### config.mk
export PLATFORM = sky130hd
export DESIGN_NAME = uc_stack_flat
export DESIGN_NICKNAME = d
export VERILOG_FILES = /design/src/rtl/uc_pkg.sv /design/src/rtl/uc_stack_if.sv /design/src/rtl/uc_stack_ret_stack.sv /design/src/rtl/uc_stack.sv /design/src/flat_wrapper.sv
export SDC_FILE = /design/constraint.sdc
export NUM_CORES = 1
export LEC_CHECK = 0
export BUFFER_PORTS_ARGS = -buffer_cell sky130_fd_sc_hd__buf_2
export CORE_MARGIN = 2
export CORE_UTILIZATION = 40
export CTS_CLUSTER_SIZE = 28
export DETAILED_ROUTE_END_ITERATION = 16
export GPL_TIMING_DRIVEN = 0
export HOLD_SLACK_MARGIN = 0.12
export RECOVER_POWER = 25
export SYNTH_ARGS = -nofsm -noshare
export SYNTH_HDL_FRONTEND = slang
export SYNTH_SLANG_ARGS = --single-unit
### constraint.sdc
create_clock -name clk -period 3.7 [get_ports clk]
set_input_delay 0.37 -clock clk [delete_from_list [all_inputs] [get_ports clk]]
set_output_delay 0.37 -clock clk [all_outputs]
set_load 0.01 [all_outputs]
### src/rtl/uc_pkg.sv
// Shared opcode encodings and audio FSM states for the stacked control unit.
package uc_pkg;

    localparam logic [5:0] OP_JMP   = 6'b001001;
    localparam logic [5:0] OP_JZ    = 6'b001010;
    localparam logic [5:0] OP_JNZ   = 6'b001011;
    localparam logic [5:0] OP_IN    = 6'b001100;
    localparam logic [5:0] OP_OUTR  = 6'b001101;
    localparam logic [5:0] OP_OUTI  = 6'b001110;
    localparam logic [5:0] OP_REL   = 6'b011001;
    localparam logic [5:0] OP_CALL  = 6'b011010;
    localparam logic [5:0] OP_RET   = 6'b011011;
    localparam logic [5:0] OP_ALOAD = 6'b011100;
    localparam logic [5:0] OP_PLAY  = 6'b011101;
    localparam logic [5:0] OP_FREQ  = 6'b011110;

    typedef enum logic {
        ST_IDLE = 1'b0,
        ST_PLAY = 1'b1
    } audio_state_e;

endpackage

### src/rtl/uc_stack_if.sv
// Bundle between the control unit and its surroundings: instruction fields in,
// datapath selects, port enables, audio controls and status flags out.
interface uc_stack_if #(
    parameter int NPORTS = 4,
    parameter int PC_W   = 10,
    parameter int PSEL_W = $clog2(NPORTS)
);

    logic [5:0]        opcode;
    logic              z;
    logic [PSEL_W-1:0] port_a;
    logic [PSEL_W-1:0] port_b;
    logic [PC_W-1:0]   pc_plus1;
    logic              audio_done;

    logic [2:0]        op;
    logic              we3;
    logic              s_inc;
    logic              s_inm;
    logic              sel_in;
    logic              sel_out;
    logic              s_rel;
    logic              s_ret;
    logic [NPORTS-1:0] port_en;
    logic              audio_load;
    logic              audio_act;
    logic              s_cont;
    logic [PC_W-1:0]   ret_addr;
    logic              stall;
    logic              stack_ovf;
    logic              stack_unf;
    logic              audio_to;

    modport slave (
        input  opcode, z, port_a, port_b, pc_plus1, audio_done,
        output op, we3, s_inc, s_inm, sel_in, sel_out, s_rel, s_ret,
               port_en, audio_load, audio_act, s_cont, ret_addr, stall,
               stack_ovf, stack_unf, audio_to
    );

    modport master (
        output opcode, z, port_a, port_b, pc_plus1, audio_done,
        input  op, we3, s_inc, s_inm, sel_in, sel_out, s_rel, s_ret,
               port_en, audio_load, audio_act, s_cont, ret_addr, stall,
               stack_ovf, stack_unf, audio_to
    );

endinterface

### src/rtl/uc_stack_ret_stack.sv
// Return-address LIFO. The pointer has one extra bit so "full" (sp==DEPTH) is
// representable and the pointer never wraps; over/underflow are refused here.
module ret_stack #(
    parameter int PC_W        = 10,
    parameter int STACK_DEPTH = 8
) (
    input  logic            clk,
    input  logic            reset,
    input  logic            push_i,
    input  logic            pop_i,
    input  logic [PC_W-1:0] data_i,
    output logic [PC_W-1:0] top_o,
    output logic            full_o,
    output logic            empty_o
);

    localparam int IDX_W = $clog2(STACK_DEPTH);
    localparam int SP_W  = IDX_W + 1;

    logic [PC_W-1:0]  mem_q [STACK_DEPTH];
    logic [SP_W-1:0]  sp_q;
    logic [SP_W-1:0]  sp_d;
    logic [IDX_W-1:0] topIdx;
    logic             doPush;
    logic             doPop;

    assign full_o  = (sp_q == SP_W'(STACK_DEPTH));
    assign empty_o = (sp_q == '0);
    assign doPush  = push_i && !full_o;
    assign doPop   = pop_i && !empty_o;
    assign topIdx  = IDX_W'(sp_q - 1'b1);
    assign top_o   = empty_o ? '0 : mem_q[topIdx];

    always_comb begin
        sp_d = sp_q;
        if (doPush) begin
            sp_d = sp_q + 1'b1;
        end else if (doPop) begin
            sp_d = sp_q - 1'b1;
        end
    end

    always_ff @(posedge clk) begin
        if (reset) begin
            sp_q <= '0;
        end else begin
            sp_q <= sp_d;
        end
    end

    // Storage needs no reset: an entry is only ever read below the pointer.
    always_ff @(posedge clk) begin
        if (!reset && doPush) begin
            mem_q[sp_q[IDX_W-1:0]] <= data_i;
        end
    end

endmodule

### src/rtl/uc_stack.sv
// Single-cycle control unit with one-hot port enables, a nesting return-address
// stack and an audio-play FSM that freezes the PC until done or timeout.
module uc_stack
    import uc_pkg::*;
#(
    parameter int NPORTS        = 4,
    parameter int PSEL_W        = $clog2(NPORTS),
    parameter int PC_W          = 10,
    parameter int STACK_DEPTH   = 8,
    parameter int AUDIO_TIMEOUT = 1024
) (
    input logic         clk,
    input logic         reset,
    uc_stack_if.slave   bus
);

    localparam int CNT_W = $clog2(AUDIO_TIMEOUT);

    audio_state_e      state_q, state_d;
    logic [CNT_W-1:0]  cnt_q, cnt_d;
    logic              ovf_q, ovf_d;
    logic              unf_q, unf_d;
    logic              to_q, to_d;

    logic              push;
    logic              pop;
    logic              stackFull;
    logic              stackEmpty;
    logic [PC_W-1:0]   stackTop;
    logic [PSEL_W-1:0] portSel;
    logic              portWr;

    ret_stack #(
        .PC_W        (PC_W),
        .STACK_DEPTH (STACK_DEPTH)
    ) u_ret_stack (
        .clk     (clk),
        .reset   (reset),
        .push_i  (push),
        .pop_i   (pop),
        .data_i  (bus.pc_plus1),
        .top_o   (stackTop),
        .full_o  (stackFull),
        .empty_o (stackEmpty)
    );

    assign bus.op        = bus.opcode[2:0];
    assign bus.ret_addr  = stackTop;
    assign bus.stack_ovf = ovf_q;
    assign bus.stack_unf = unf_q;
    assign bus.audio_to  = to_q;
    assign bus.port_en   = portWr ? (NPORTS'(1) << portSel) : '0;

    always_ff @(posedge clk) begin
        if (reset) begin
            state_q <= ST_IDLE;
            cnt_q   <= '0;
            ovf_q   <= 1'b0;
            unf_q   <= 1'b0;
            to_q    <= 1'b0;
        end else begin
            state_q <= state_d;
            cnt_q   <= cnt_d;
            ovf_q   <= ovf_d;
            unf_q   <= unf_d;
            to_q    <= to_d;
        end
    end

    always_comb begin
        bus.we3        = 1'b0;
        bus.s_inc      = 1'b1;
        bus.s_inm      = 1'b0;
        bus.sel_in     = 1'b0;
        bus.sel_out    = 1'b0;
        bus.s_rel      = 1'b0;
        bus.s_ret      = 1'b0;
        bus.audio_load = 1'b0;
        bus.audio_act  = 1'b0;
        bus.s_cont     = 1'b0;
        bus.stall      = 1'b0;
        portWr         = 1'b0;
        portSel        = bus.port_a;
        push           = 1'b0;
        pop            = 1'b0;
        state_d        = state_q;
        cnt_d          = cnt_q;
        ovf_d          = ovf_q;
        unf_d          = unf_q;
        to_d           = to_q;

        if (!reset) begin
            case (state_q)
                // The opcode is frozen while playing, so decode is ignored here.
                ST_PLAY: begin
                    bus.audio_act = 1'b1;
                    if (bus.audio_done) begin
                        state_d = ST_IDLE;
                    end else if (cnt_q == CNT_W'(AUDIO_TIMEOUT - 1)) begin
                        to_d    = 1'b1;
                        state_d = ST_IDLE;
                    end else begin
                        bus.s_inc = 1'b0;
                        bus.stall = 1'b1;
                        cnt_d     = cnt_q + 1'b1;
                    end
                end
                default: begin
                    casez (bus.opcode)
                        6'b??0???: bus.we3 = 1'b1;
                        6'b??1000: begin
                            bus.we3   = 1'b1;
                            bus.s_inm = 1'b1;
                        end
                        OP_JMP:  bus.s_inc = 1'b0;
                        OP_JZ:   bus.s_inc = !bus.z;
                        OP_JNZ:  bus.s_inc = bus.z;
                        OP_IN: begin
                            bus.we3    = 1'b1;
                            bus.sel_in = 1'b1;
                        end
                        OP_OUTR: begin
                            bus.sel_out = 1'b1;
                            portWr      = 1'b1;
                        end
                        OP_OUTI: portWr = 1'b1;
                        6'b??1111: begin
                            bus.sel_out = 1'b1;
                            portWr      = 1'b1;
                            portSel     = bus.port_b;
                        end
                        OP_REL:   bus.s_rel = 1'b1;
                        OP_CALL: begin
                            bus.s_inc = 1'b0;
                            if (stackFull) begin
                                ovf_d = 1'b1;
                            end else begin
                                push = 1'b1;
                            end
                        end
                        OP_RET: begin
                            if (stackEmpty) begin
                                unf_d = 1'b1;
                            end else begin
                                bus.s_ret = 1'b1;
                                bus.s_inc = 1'b0;
                                pop       = 1'b1;
                            end
                        end
                        OP_ALOAD: bus.audio_load = 1'b1;
                        OP_PLAY: begin
                            bus.audio_act = 1'b1;
                            if (!bus.audio_done) begin
                                bus.s_inc = 1'b0;
                                bus.stall = 1'b1;
                                state_d   = ST_PLAY;
                                cnt_d     = CNT_W'(1);
                            end
                        end
                        OP_FREQ: begin
                            bus.audio_act = 1'b1;
                            bus.s_cont    = 1'b1;
                        end
                        default: ;
                    endcase
                end
            endcase
        end
    end

endmodule
### src/flat_wrapper.sv
// flat-port wrapper written by rule: the top's interface ports become plain ports
module uc_stack_flat import uc_pkg::*;
#(
    parameter int NPORTS        = 4,
    parameter int PSEL_W        = $clog2(NPORTS),
    parameter int PC_W          = 10,
    parameter int STACK_DEPTH   = 8,
    parameter int AUDIO_TIMEOUT = 1024
)
  (clk, reset, bus_opcode, bus_z, bus_port_a, bus_port_b, bus_pc_plus1, bus_audio_done, bus_op, bus_we3, bus_s_inc, bus_s_inm, bus_sel_in, bus_sel_out, bus_s_rel, bus_s_ret, bus_port_en, bus_audio_load, bus_audio_act, bus_s_cont, bus_ret_addr, bus_stall, bus_stack_ovf, bus_stack_unf, bus_audio_to);
  uc_stack_if #(.NPORTS(NPORTS), .PC_W(PC_W), .PSEL_W(PSEL_W)) bus_i ();
  input logic clk;
  input logic reset;
  input wire logic [$bits(bus_i.opcode)-1:0] bus_opcode;
  input wire logic [$bits(bus_i.z)-1:0] bus_z;
  input wire logic [$bits(bus_i.port_a)-1:0] bus_port_a;
  input wire logic [$bits(bus_i.port_b)-1:0] bus_port_b;
  input wire logic [$bits(bus_i.pc_plus1)-1:0] bus_pc_plus1;
  input wire logic [$bits(bus_i.audio_done)-1:0] bus_audio_done;
  output wire logic [$bits(bus_i.op)-1:0] bus_op;
  output wire logic [$bits(bus_i.we3)-1:0] bus_we3;
  output wire logic [$bits(bus_i.s_inc)-1:0] bus_s_inc;
  output wire logic [$bits(bus_i.s_inm)-1:0] bus_s_inm;
  output wire logic [$bits(bus_i.sel_in)-1:0] bus_sel_in;
  output wire logic [$bits(bus_i.sel_out)-1:0] bus_sel_out;
  output wire logic [$bits(bus_i.s_rel)-1:0] bus_s_rel;
  output wire logic [$bits(bus_i.s_ret)-1:0] bus_s_ret;
  output wire logic [$bits(bus_i.port_en)-1:0] bus_port_en;
  output wire logic [$bits(bus_i.audio_load)-1:0] bus_audio_load;
  output wire logic [$bits(bus_i.audio_act)-1:0] bus_audio_act;
  output wire logic [$bits(bus_i.s_cont)-1:0] bus_s_cont;
  output wire logic [$bits(bus_i.ret_addr)-1:0] bus_ret_addr;
  output wire logic [$bits(bus_i.stall)-1:0] bus_stall;
  output wire logic [$bits(bus_i.stack_ovf)-1:0] bus_stack_ovf;
  output wire logic [$bits(bus_i.stack_unf)-1:0] bus_stack_unf;
  output wire logic [$bits(bus_i.audio_to)-1:0] bus_audio_to;
  assign bus_i.opcode = bus_opcode;
  assign bus_i.z = bus_z;
  assign bus_i.port_a = bus_port_a;
  assign bus_i.port_b = bus_port_b;
  assign bus_i.pc_plus1 = bus_pc_plus1;
  assign bus_i.audio_done = bus_audio_done;
  assign bus_op = bus_i.op;
  assign bus_we3 = bus_i.we3;
  assign bus_s_inc = bus_i.s_inc;
  assign bus_s_inm = bus_i.s_inm;
  assign bus_sel_in = bus_i.sel_in;
  assign bus_sel_out = bus_i.sel_out;
  assign bus_s_rel = bus_i.s_rel;
  assign bus_s_ret = bus_i.s_ret;
  assign bus_port_en = bus_i.port_en;
  assign bus_audio_load = bus_i.audio_load;
  assign bus_audio_act = bus_i.audio_act;
  assign bus_s_cont = bus_i.s_cont;
  assign bus_ret_addr = bus_i.ret_addr;
  assign bus_stall = bus_i.stall;
  assign bus_stack_ovf = bus_i.stack_ovf;
  assign bus_stack_unf = bus_i.stack_unf;
  assign bus_audio_to = bus_i.audio_to;
  uc_stack #(.NPORTS(NPORTS), .PSEL_W(PSEL_W), .PC_W(PC_W), .STACK_DEPTH(STACK_DEPTH), .AUDIO_TIMEOUT(AUDIO_TIMEOUT)) u_core (.clk(clk), .reset(reset), .bus(bus_i));
endmodule
### Word-level counts from Yosys, hierarchy flattened

Memories as Yosys holds them, arrays and structs flattened.
Index checks and enable logic that the tools add are counted.

* reduce and logical (&&, ||, !) cells: 19
* eq/ne operators: 19
* mux-type cells: 62
* bitwise gates (word level): 3
* add/subtract/negate cells: 3
* shift-type cells: 1

Operator list (count)
* $mux 10: 6
* $mux 1: 49
* $eq 6x4->1 const B: 6
* $eq 6x5->1 const B: 6
* $eq 4x4->1 const B: 3
* $mux 4: 3
* $add 10x1->10 const B: 1
* $eq 10x10->1 const B: 1
* $reduce_and 3->1: 3
* $mux 2: 3
* $ne 2x2->1 const B: 3
* $reduce_or 2->1: 3
* $reduce_or 3->1: 2
* $pmux 1 s5: 1
* $add 4x1->4 const B: 1
* $logic_not 1->1: 4
* $logic_not 4->1: 1
* $reduce_and 4->1: 1
* $reduce_bool 2->1: 2
* $shl 1x2->4 const A: 1
* $sub 4x1->4 const B: 1
* $logic_and 1x1->1: 3
* $not 1->1: 3

* output and inout bits: 31
* logic and storage cells: 114
* register bits: 18
* memories: 1
* memory bits (writable): 80

Memories
* u_core.u_ret_stack.mem_q: depth 8, width 10, rd ports 1, clocked after Yosys merged registers in 0, wr ports 1, line uc_stack_ret_stack.sv:20 `logic [PC_W-1:0] mem_q [STACK_DEPTH];`

### Logic depth before layout (Yosys ltp)

Gate-level depths: netlist of the first run.

* depth after elaboration: 9
* depth in mapped cells: 9

### By module

A second synthesis of the first run with hierarchy kept.

* cells, all modules: 343
* area total of the unflattened synthesis: 4571.9 µm²

Modules (own cells, without submodules)
* ret_stack: instances 1, seq. area each 2482.4 µm², area each 3460.8 µm², cells an instance 195
* uc_stack: instances 1, seq. area each 280.3 µm², area each 1111.1 µm², cells an instance 148

### Least setup slack after synthesis of the first run

OpenSTA, ideal clock, no wires.

* path kind: register to register
* start: register u_core.u_ret_stack.sp_q[0]
* end: memory u_core.u_ret_stack.mem_q[0][0] (enable)
* arrival: 2.898 ns
* path slack: 0.399 ns
* stages on the path, launching flop included: 8
* path buffers: 2
* library setup time: 0.404 ns
* cell sequence: dfxtp_1 > buf_2 > buf_2 > inv_1 > ha_1 > and3b_1 > or4_4 > nor4_1

* cells in the longest elaborated chain, start to end: 9

Ends and longest elaborated chain
* start, declared: line uc_stack_ret_stack.sv:21 `logic [SP_W-1:0] sp_q;`
* start signal, assigned: line uc_stack_ret_stack.sv:47 `sp_q <= sp_d;`
* $eq 4x4->1: line uc_stack_ret_stack.sv:27 `assign full_o = (sp_q == SP_W'(STACK_DEPTH));`
* $mux 1: line uc_stack.sv:135 `if (stackFull) begin`
* $mux 1: line uc_stack.sv:109 `casez (bus.opcode)`
* $mux 1: line uc_stack.sv:93 `case (state_q)`
* $mux 1: line uc_stack.sv:92 `if (!reset) begin`
* $logic_and 1x1->1: line uc_stack_ret_stack.sv:29 `assign doPush = push_i && !full_o;`
* $logic_and 1x1->1: line uc_stack_ret_stack.sv:53 `if (!reset && doPush) begin`
* $mux 1: line uc_stack_ret_stack.sv:53
* $mux 1 (not written as such): line uc_stack_ret_stack.sv:54 `mem_q[sp_q[IDX_W-1:0]] <= data_i;`
* end, declared: line uc_stack_ret_stack.sv:20

Several ways; a longest one is shown, not always the timed one.

### Worst setup path after layout of the first run

* start: register u_core.u_ret_stack.sp_q[0]
* end: memory u_core.u_ret_stack.mem_q[0][5] (enable)

The elaborated chain is that of the path after synthesis.

==> summary by stage, run 1 <==
Outcome
The flow ran to the end, and the final reports show no timing, DRC or antenna violations.

Floorplan
The starting utilization of the core area is 0.4116. The die covers between 10000 and 15000 sq um. The width of the die is ~110 um.

In this run the count of I/O pins placed on the die edge is 55. The core region is roughly 11000 sq um. The floorplan has 38 rows. The y dimension of the die is ~110 um.

Logic synthesis
The synthesized net count is approximately 350. Synthesis inferred 98 register bits. Summing every instance area after synthesis gives 4462 sq um.

The share of synthesized flip-flops with an asynchronous set or reset is 0. The number of flops mapped to enable cells by yosys is 80. During synthesis, Yosys emitted a total of 0 warnings. The biggest area contributor in the post-synthesis netlist is edfxtp_1. The register area share after synthesis is 0.6192.

The most used flip-flop cell after synthesis is edfxtp_1. The number of instances in the synthesized netlist is roughly 320. Ranked by total cell area, the synthesized netlist is headed by edfxtp_1 (54%), mux4_2 (10%), dfxtp_1 (8.1%). The average cell area after synthesis is between 10 and 15 sq um. The share of synthesized area in the top cell type comes to 0.5384.

The number of unique standard cell types used by synthesis is 62.

Timing
The final number of hold-violating endpoints is 0. For this run, the top clock speed supported by timing is ~290 MHz. Setup repair after global routing could not meet its margin everywhere. The shortest period the worst path allows is about 3.5 ns. The total count of max-transition violations in the final report is 0.

The final period utilization is 0.9442. Clock skew on the completed layout was measured at 0.01625 ns. The final number of setup-violating endpoints is 0. For the pin with the worst max-slew slack, the measured transition is 1.070 ns. The worst slew slack as a fraction of its limit is 0.2838.

Route
The iteration-0 DRC count of the detailed router is about 180. Detailed routing inserted a total of about 3000 vias. The first detailed-routing pass ran for 4 iterations.

After detailed routing, the average wire length per cell comes to approximately 18 um. The detail-routed via count per cell is about 5.5. The remaining routing DRC violations is 0. After detailed routing, the total wire length is about 9.8 mm. The number of nets with antenna violations after routing is 0.

Global route
After global routing, the most crowded layer is met2. For this run, global-route usage on met3 was measured as 0.03082. The first-pass GRT wire length is ~15 mm. The met1 demand-to-capacity share in global routing is 0.2513. The largest net degree at the start of global routing is 17. The overall fraction of global-route tracks in use is 0.1738.

The via count of the first global-routing pass is roughly 2800. The initial antenna violation count is 0. The met2 usage is 0.2668.

After global routing the overflow that remains totals 0.

Final layout
After the last flow step, the layout net total stands at 417. The final instance area is slightly above 5000 sq um. The share of final-layout standard cells stronger than drive strength 1 is 0.2962.

The signed area change from the synthesized netlist to the final layout is 15.73%. The number of antenna cells inserted is 0.

Hold path
The number of instances on the worst hold path is 1. The path with the worst hold slack has its endpoint at u_core.u_ret_stack.mem_q[4][5]$_DFFE_PP_. The path category of the worst min-delay check is in -> reg. The startpoint identified for the worst hold timing path is bus_pc_plus1[5].

Worst setup path
STA puts the critical path data arrival time at ~3.6 ns. STA classifies the critical path endpoint as a flip-flop. The highest fanout seen on the critical path is 10. The startpoint identified for the worst register-to-register timing path is u_core.u_ret_stack.sp_q[0]$_SDFFE_PP0P_. The worst setup path is launched from a flip-flop. The most critical setup path has its startpoint at u_core.u_ret_stack.sp_q[0]$_SDFFE_PP0P_. The critical path data required time is roughly 3.8 ns. By startpoint and endpoint, the worst setup path is classified as reg -> reg. Measured in cells, the most critical reg-to-reg path has a length of 8.

The endpoint of the most critical register-to-register path is u_core.u_ret_stack.mem_q[0][5]$_DFFE_PP_. The reg2reg setup slack is a little over 0.2 ns.

Clocking
For the worst-skew pair, the clock arrives at the later sink with an insertion delay of roughly 0.35 ns. The clock root buffer master is clkbuf_8. After clock tree synthesis, the clock-pin slew on the worst setup and hold paths is around 0.09 ns. Counting the buffers created by CTS gives 9. The H-tree generated during clock tree synthesis spans 3 levels. In this run the deepest clock path goes through 2 buffers.

The CTS tree is done. The sink count of the clock tree is between 90 and 100. The setup fix buffers added after clock tree synthesis is 0.

Placement
Once detailed placement completed, the half-perimeter wirelength came to about 6.6 mm. Routability-driven placement finished with a final weighted congestion of about 0.8. The post-place instance area is between 4000 and 5000 sq um. The number of buffers added on ports is 52.

Power
After layout, the design draws a total of about 1.9 mW. For this design the static power due to leakage is between 1.5 and 2 nW. The worst-case IR drop observed on VDD is about 160 uV.

The power per cell area is around 360 nW/um^2.

Run
The reported max-cap violation count is 0.
-- layout make-up --
type	count	area [sq um]
Sequential cell	98	2763
Clock inverter	6	40.04
Clock buffer	10	127.6
Tap cell	140	175.2
Fill cell	979	5677
Multi-Input combinational cell	197	1610
Inverter	6	22.52
Buffer	21	117.6
Timing Repair Buffer	57	307.8
-- layer usage --
metal | wire length [um] | vias to the layer above
met2 | 4792 | 55
li1 | - | 1407
met5 | 0 | -
met1 | 4622 | 1496
met3 | 346 | 4
met4 | 82 | 0
-- registers in the layout, summed over array words and instances (netlist names) --
| signal | cells |
|---|---|
| u_core.bus.audio_to | 1 |
| u_core.cnt_q | 10 |
| u_core.state_q | 1 |
| u_core.u_ret_stack.sp_q | 4 |
| u_core.u_ret_stack.mem_q | 80 |
| u_core.bus.stack_unf | 1 |
| u_core.bus.stack_ovf | 1 |
-- kinds of logic after synthesis --
kind of cell               count (synthesis)  share of synthesized area
DFF                                       98                     0.6192
muxes                                     23                     0.1080
adders and majority gates                  3                   0.008414
AOI/OAI and AO/OA                         56                    0.08413
buffers and inverters                     27                    0.03056
xor gates and xnor gates                   3                   0.005890
and+or+nand+nor                          112                     0.1439
-- how the worst max path moves through the flow --
stage / to
floorplan: u_core.u_ret_stack.mem_q[0][0]$_DFFE_PP_
global placement: u_core.u_ret_stack.mem_q[1][7]$_DFFE_PP_
detailed placement: bus_ret_addr[7]
CTS: u_core.u_ret_stack.mem_q[0][5]$_DFFE_PP_
global route: u_core.u_ret_stack.mem_q[0][5]$_DFFE_PP_
finish: u_core.u_ret_stack.mem_q[0][5]$_DFFE_PP_
-- power by group --
group	internal, mW	total [mW]	switching [mW]	leakage (nW)
registers	1.19	1.19	0.000567	0.864
logic	0.0300	0.0802	0.0503	0.808
clock network	0.247	0.608	0.362	0.0885
total	1.47	1.88	0.412	1.76
-- worst max-delay path: stages, from the launching register on --
cell,delay [ns]
dfxtp_1,0.35
buf_2,0.36
buf_2,0.35
inv_1,0.18
ha_1,0.36
and3b_1,0.28
or4_4,0.48
nor4_2,0.62
buf_6,0.23
-- cell usage after synthesis, types with 3 or more instances --
cell type / count
nor2_1: 11
nor2b_1: 4
nor3b_1: 4
o211ai_1: 3
ha_1: 3
edfxtp_1: 80
o31a_1: 4
clkbuf_1: 8
buf_1: 3
dfxtp_1: 18
nor3_1: 7
a31oi_1: 6
nand2_1: 35
and3_1: 3
nand3_1: 13
mux4_2: 20
inv_1: 5
buf_2: 4
a21oi_1: 24
nand3b_1: 4
nor4_1: 6
buf_4: 3
o21ai_0: 3
-- stage by stage --
step            TNS, ns    util  setup WS, ns  std cells  hold WS [ns]
2_1_floorplan         0       -        0.3987        322        0.4562
3_3_place_gp     -25.24  0.4518       -0.8143        514        0.4511
3_5_place_dp          0  0.4595        0.1889        519        0.4634
4_1_cts               0  0.4767        0.1428        535        0.2607
5_1_grt        -0.01946  0.4763     -0.006026        535        0.2991
6_report              0  0.4763        0.2063        535        0.3039
-- what timing repair did --
item | 4_1_cts | 5_1_grt
hold buffers | 0 | 0
endpoints found under the setup margin | 10 | 4
resized for setup | 5 | 1
hold endpoints to repair | 0 | 0
-- placed cells by master (no fill, tap or decap), types with 3 or more instances in the layout --
cell type	count
edfxtp_1	80
buf_2	51
nand2_1	35
a21oi_1	24
mux4_2	20
dfxtp_1	18
clkbuf_1	15
nand3_1	13
nor2_1	11
clkbuf_8	10
buf_6	6
a31oi_1	6
inv_1	5
nor3_1	5
nand3b_1	4
nor2b_1	4
nor4_1	4
o31a_1	4
and3_1	3
o21ai_0	3
o211ai_1	3
ha_1	3
buf_4	3
No activity file was read; power rests on OpenSTA's default activity.
==> run 2: changes to the inputs <==
--- a/config.mk
+++ b/config.mk
@@ -6,11 +6,12 @@
 export NUM_CORES = 1
 export LEC_CHECK = 0
 export BUFFER_PORTS_ARGS = -buffer_cell sky130_fd_sc_hd__buf_2
+export CAP_MARGIN = 30
 export CORE_MARGIN = 2
 export CORE_UTILIZATION = 40
 export CTS_CLUSTER_SIZE = 28
 export DETAILED_ROUTE_END_ITERATION = 16
-export GPL_TIMING_DRIVEN = 0
+export GPL_TIMING_DRIVEN = 1
 export HOLD_SLACK_MARGIN = 0.12
 export RECOVER_POWER = 25
 export SYNTH_ARGS = -nofsm -noshare
==> constraint.sdc (replaced) <==
create_clock -name clk -period 3.7 [get_ports clk]
set_input_delay 0.37 -clock clk [delete_from_list [all_inputs] [get_ports clk]]
set_output_delay 0.37 -clock clk [all_outputs]
set_load 0.1 [all_outputs]
==> summary by stage, run 2 (synthesized netlist as in run 1, its figures left out) <==
Timing
The final-layout worst hold slack came to 0.3071 ns (+0.003160 ns). The largest clock skew in the final design is 0.01091 ns (-0.005334 ns). The total count of max-transition violations in the final report is 0 (unchanged). The final number of hold-violating endpoints came to 0 (unchanged).

The final number of setup-violating endpoints was 0 (unchanged). Setup repair after global routing left no endpoint under its margin. The measured slew at the worst slew-check pin was 0.8624 ns (-0.2079 ns). The worst slew slack as a fraction of its limit is 0.4250 (+0.1413).

The peak clock frequency supported by timing was 339.7 MHz (+19%). The final period utilization was 0.7956 (-0.1487). The shortest period the worst path allows came to 2.944 ns (-0.5501 ns). The setup TNS after final layout came to 0 ns (unchanged).

Final layout
The share of final-layout standard cells stronger than drive strength 1 came to 0.3115 (+0.01532). The top cell types in the final layout, fill and taps aside, are edfxtp_1 (80), buf_2 (45), nand2_1 (35), mux4_2 (20), dfxtp_1 (17). The flip-flop count of the largest register, all copies and words added is 80 (unchanged). The most frequent standard cell in the layout excluding fill and tap cells is edfxtp_1. The number of antenna cells inserted is 0 (unchanged). The final net count came to 406 (-2.6%). The final instance area is 5142 sq um (-0.41%). The final core area utilization came to 0.4744 (-0.001962). Compared with the post-synthesis result, the final layout area differs by 15.26%.

Clocking
The number of gates given a new drive strength after cts was 0 (-5). The total CTS buffers is 9 (unchanged). The sink count of the clock tree is 98 (unchanged). The H-tree depth is 3 (unchanged). The number of hold-repair buffers added at the cts stage came to 0 (unchanged). The buffer levels on the longest clock path was 2 (unchanged).

The root buffer cell chosen for the clock tree is clkbuf_8. TritonCTS built the clock tree. The setup fix buffers added after clock tree synthesis came to 0 (unchanged). The clock edge transition at the registers on the reported setup and hold paths is 0.09 ns (about the same).

The clock latency on the worst-skew pair was 0.35 ns (about the same).

Route
The detail-routed via count per cell is 5.554 (+0.31%). The post-detailed-routing wire length is 9.292 mm (-5.6%). The count of vias placed by the detailed router was 2899 (-2.1%).

The routed wire length per instance is 17.80 um (-3.2%). The iteration-0 DRC count of the detailed router is 201 (+10%). The remaining routing DRC violations is 0 (unchanged).

The number of nets with antenna violations after routing was 0 (unchanged). The detailed-routing iteration count for the pre-antenna-repair pass is 4 (unchanged).

Global route
The overflow left after global routing is 0 (unchanged). The largest net degree at the start of global routing was 29 (+12). The via count of the first global-routing pass is 2774 (-1.4%). The initial antenna violation count was 0 (unchanged). The first-pass GRT wire length is 14.58 mm (-4.7%).

The overall fraction of global-route tracks in use is 0.1632 (-0.01062).

Floorplan
The width of the die was 109.6 um (unchanged). The core area is 10840 sq um (unchanged). The full die area was 12020 sq um (unchanged). The y dimension of the die is 109.6 um (unchanged).

The number of rows in the core area is 38 (unchanged). The total I/O pin count was 55 (unchanged). The starting utilization of the core area is 0.4116 (unchanged).

Worst setup path
The critical path data required time was 3.33 ns (-0.44 ns). The number of buffer and inverter instances along the worst setup path is 3 (-1). The signal on the critical path passes through inv_1 -> ha_1 -> nor3b_2 -> or4_4 -> inv_2 -> buf_2.

The startpoint class of the critical path is a flip-flop. The data arrival time at the worst-slack endpoint was 2.57 ns (-0.99 ns). The stage delay of the slowest cell on the critical path was 0.56 ns (-0.06 ns). The critical path's slowest cell is or4_4. The highest fanout seen on the critical path is 8 (-2). The classification of the worst setup path is reg -> out.

The nature of the critical path endpoint is an output pin. The cell family contributing the most delay on the critical path is simple AND/OR/NAND/NOR gates.

Power
The maximum vdd ir drop came to 223.2 uV (+37%). The overall power is 1.947 mW (+3.6%). The reported leakage power is 1.710 nW (-2.8%).

The power per cell area is 378.6 nW/um^2 (+4.1%).

Placement
The post-detailed-placement half-perimeter wirelength is 5.981 mm (-9.1%). The number of buffers added on ports is 54 (+3.8%). The weighted congestion reported at the end of routability-driven placement is 0.8002 (-0.53%). The post-place instance area came to 4974 sq um (-0.15%).

Outcome
The flow ran to the end, and the final reports show no timing, DRC or antenna violations.

Run
The reported max-cap violation count is 0 (unchanged).

Hold path
The path category of the worst min-delay check is in -> reg.
## run 2: power by group
group / switching (mW) / total (mW) / internal (mW)
sequential: 0.000798 / 1.19 / 1.19
clock: 0.344 / 0.650 / 0.306
combinational: 0.0812 / 0.107 / 0.0259
## run 2: layout make-up
type                            instances  area [sq um]
Fill cell                             987          5698
Sequential cell                        98          2764
Multi-Input combinational cell        197          1629
Timing Repair Buffer                   67         372.9
Tap cell                              140         175.2
Clock buffer                            9         123.9
Clock inverter                          5         55.05
Inverter                                6         22.52
## run 2: per-stage QoR
| step | setup WS, ns | std cells |
|---|---|---|
| 2_1_floorplan | 0.07587 | 322 |
| 3_3_place_gp | 0.9843 | 508 |
| 3_5_place_dp | 0.9295 | 508 |
| 4_1_cts | 0.7469 | 522 |
| 5_1_grt | 0.5027 | 522 |
| 6_report | 0.7564 | 522 |
## run 2: path summary, 6_finish.rpt
path / start / end / slack [ns] / cells after the start
setup / recovery: u_core.u_ret_stack.sp_q[1]$_SDFFE_PP0P_ / bus_s_ret / 0.76 / 6
setup reg to reg: u_core.state_q$_DFF_P_ / u_core.u_ret_stack.mem_q[5][0]$_DFFE_PP_ / 1.02 / 4
hold reg to reg: u_core.bus.stack_ovf$_SDFFE_PP0P_ / u_core.bus.stack_ovf$_SDFFE_PP0P_ / 0.47 / 1
hold / removal: bus_pc_plus1[2] / u_core.u_ret_stack.mem_q[2][2]$_DFFE_PP_ / 0.31 / 1
## run 2: layer usage
metal  vias to the layer above  GRT usage  routed length [um]
li1                       1379          -                   -
met1                      1470     0.2266                4393
met2                        40     0.2615                4550
met3                        10    0.02608                 221
met4                         0    0.05787                 127
met5                         -          0                   0
==> run 3: changes to the inputs <==
==> constraint.sdc (replaced) <==
create_clock -name clk -period 3.1 [get_ports clk]
set_input_delay 0.31 -clock clk [delete_from_list [all_inputs] [get_ports clk]]
set_output_delay 0.31 -clock clk [all_outputs]
set_load 0.1 [all_outputs]
==> summary by stage, run 3 (synthesized netlist as in run 1, its figures left out) <==
Clocking
The setup fix buffers added after clock tree synthesis came to 0 (unchanged). The sink count of the clock tree was 98 (unchanged). TritonCTS built the clock tree. The number of gates given a new drive strength after cts came to 0 (unchanged).

The total CTS buffers is 9 (unchanged). The clock root buffer master is clkbuf_8. The H-tree depth is 3 (unchanged). The clock latency on the worst-skew pair was 0.36 ns (about the same). The number of hold-repair buffers added at the cts stage is 0 (unchanged). The buffer levels on the longest clock path is 2 (unchanged). The clock edge transition at the registers on the reported setup and hold paths came to 0.09 ns (about the same).

Global route
The via count of the first global-routing pass came to 2673 (-3.6%). The initial antenna violation count was 0 (unchanged). The overall fraction of global-route tracks in use is 0.1647 (+0.001557). The largest net degree at the start of global routing is 29 (unchanged). The overflow left after global routing came to 0 (unchanged). The first-pass GRT wire length is 14.48 mm (-0.71%).

Worst setup path
The largest individual stage delay along the critical path comes from the cell ha_1. The critical path data required time is 2.79 ns (-0.54 ns). The critical path in this run is classified as reg -> out. STA classifies the critical path startpoint as a flip-flop.

The critical path goes through inv_1 -> ha_1 -> buf_12 -> mux4_2 -> nand2_1 -> a21oi_1 -> buf_12. The highest fanout seen on the critical path is 14 (+6). The number of buffer and inverter instances along the worst setup path came to 3 (unchanged). The data arrival time at the worst-slack endpoint is 2.58 ns (about the same).

The nature of the critical path endpoint is an output pin. The cell seen most often among critical-path stages is buf_12. The family with the most delay on the worst path is adder cells. The stage delay of the slowest cell on the critical path came to 0.60 ns (+0.04 ns).

Placement
The weighted congestion reported at the end of routability-driven placement was 0.7676 (-4.1%). The post-place instance area is 5207 sq um (+4.7%). The number of buffers added on ports was 54 (unchanged).

The worst slack at placement is 0.4003 ns (-0.5292 ns). The post-detailed-placement half-perimeter wirelength came to 5.981 mm (about the same).

Route
The post-detailed-routing wire length is 9.453 mm (+1.7%). The number of nets with antenna violations after routing came to 0 (unchanged). The iteration-0 DRC count of the detailed router is 200 (-0.50%).

The count of vias placed by the detailed router came to 2908 (+0.31%). The routed wire length per instance is 17.97 um (+0.96%). The detail-routed via count per cell is 5.529 (-0.45%). The remaining routing DRC violations is 0 (unchanged). The detailed-routing iteration count for the pre-antenna-repair pass is 5 (+1).

Timing
Dividing the final minimum period by the clock period gives 0.9326. The final number of setup-violating endpoints came to 0 (unchanged). The final number of hold-violating endpoints is 0 (unchanged). Setup repair after global routing left no endpoint under its margin. The final critical-path setup slack is 0.2089 ns (-0.5475 ns). The largest clock skew in the final design is 0.01137 ns (+0.0004557 ns). The shortest period the worst path allows is 2.891 ns. The total count of max-transition violations in the final report is 0 (unchanged).

The measured slew at the worst slew-check pin is 0.8804 ns (+0.01796 ns). The worst slew slack as a fraction of its limit is 0.4131 (-0.01198). For this run, the top clock speed supported by timing is around 350 MHz.

Power
The power per cell area was 443.0 nW/um^2 (+17%). The proportion of total power due to net switching is 0.2330 (+0.01420). The maximum vdd ir drop was 214.2 uV (-4.0%). The share of total power in the clock network is 0.350 (+0.016). The combinational share of power came to 0.055 (about the same). The cell-internal power is 1.834 mW (+21%).

The sequential fraction of design power is 0.594 (-0.017). The switching power of the nets is 557.0 uW (+31%). The reported leakage power is 1.774 nW (+3.7%).

Final layout
The final net count is 408 (+0.49%). The final instance area is 5396 sq um (+4.9%). The most frequent standard cell in the layout excluding fill and tap cells is edfxtp_1. Relative to the synthesized area, the layout overhead comes to 20.95%. The number of fillers in the final layout is 930 (-5.8%). The number of antenna cells inserted is 0 (unchanged). The flip-flop count of the largest register, all copies and words added is 80 (unchanged). The share of final-layout standard cells stronger than drive strength 1 is 0.3212 (+0.009725).

In the layout the commonest cells are edfxtp_1 (80), buf_2 (36), nand2_1 (35), mux4_2 (20), dfxtp_1 (18). The multi-input gate area in the final layout was 1687 sq um (+3.5%). The register area is 2763 sq um (about the same).

Floorplan
The width of the die is 109.6 um (unchanged). The total I/O pin count came to 55 (unchanged). The starting utilization of the core area is 0.4116 (unchanged).

The full die area was 12020 sq um (unchanged). The core area was 10840 sq um (unchanged). The y dimension of the die is 109.6 um (unchanged).

The number of rows in the core area came to 38 (unchanged).

Run
The reported max-cap violation count is 0 (unchanged).

Hold path
The path category of the worst min-delay check is in -> reg.

Outcome
The flow ran to the end, and the final reports show no timing, DRC or antenna violations.
-- run 3: cell count changes in the layout (fill, tap and decap cells not counted), moves of 2 or more --
cell | previous run | this run
a21oi_4 | 0 | 8
buf_2 | 45 | 36
clkinv_2 | 0 | 3
a21oi_1 | 14 | 16
clkinv_1 | 2 | 0
a21oi_2 | 10 | 0
buf_12 | 1 | 12
-- run 3: area by class of cell --
type / count / area share
Sequential cell: 98 / 0.5119
Multi-Input combinational cell: 197 / 0.3125
Timing Repair Buffer: 69 / 0.1022
Tap cell: 140 / 0.03246
Clock buffer: 9 / 0.02295
Clock inverter: 7 / 0.01368
Inverter: 6 / 0.004173
-- run 3: worst reg2reg max path, cell delays in order (launching register included) --
cell and delay (ns):
dfxtp_1 0.49, inv_1 0.11, ha_1 0.20, and3b_1 0.23, or4_4 0.47, nor2_1 0.14
and3_1 0.49
-- run 3: final timing paths --
kind                                                              start                                  endpoint  slack, ns  depth (start not counted)
worst max register to register  u_core.u_ret_stack.sp_q[1]$_SDFFE_PP0P_  u_core.u_ret_stack.mem_q[5][9]$_DFFE_PP_       0.61                          6
worst min-delay path                                    bus_pc_plus1[9]  u_core.u_ret_stack.mem_q[1][9]$_DFFE_PP_       0.23                          1
worst max-delay path            u_core.u_ret_stack.sp_q[1]$_SDFFE_PP0P_                           bus_ret_addr[0]       0.21                          7
worst min register to register        u_core.bus.stack_unf$_SDFFE_PP0P_         u_core.bus.stack_unf$_SDFFE_PP0P_       0.48                          1
-- run 3: metal layers --
metal  track usage  wire length [um]  up-vias
met1        0.2487              4437     1455
met2        0.2368              4456       57
met3       0.03142               442        9
met5             0                 0        -
met4       0.05967               117        0
li1              -                 -     1387
-- run 3: stage by stage --
step	utilization	std cells	hold slack [ns]	setup TNS, ns	power [mW]
4_1_cts	0.4986	526	0.1967	0	2.419
6_report	0.4978	526	0.2281	0	2.391
3_5_place_dp	0.4804	510	0.4615	0	1.585
3_3_place_gp	0.4804	510	0.4572	0	1.583
2_1_floorplan	-	322	0.4089	-5.179	1.542
5_1_grt	0.4978	526	0.2389	0	2.477
-- run 3: power groups by stage --
stage	Sequential [mW]	Clock (mW)	Combinational, mW
final	1.42	0.838	0.133
after global routing	1.42	0.915	0.142
after CTS	1.42	0.864	0.135
after detailed placement	1.45	0	0.135
after global placement	1.45	0	0.133
after floorplan	1.45	0	0.0894
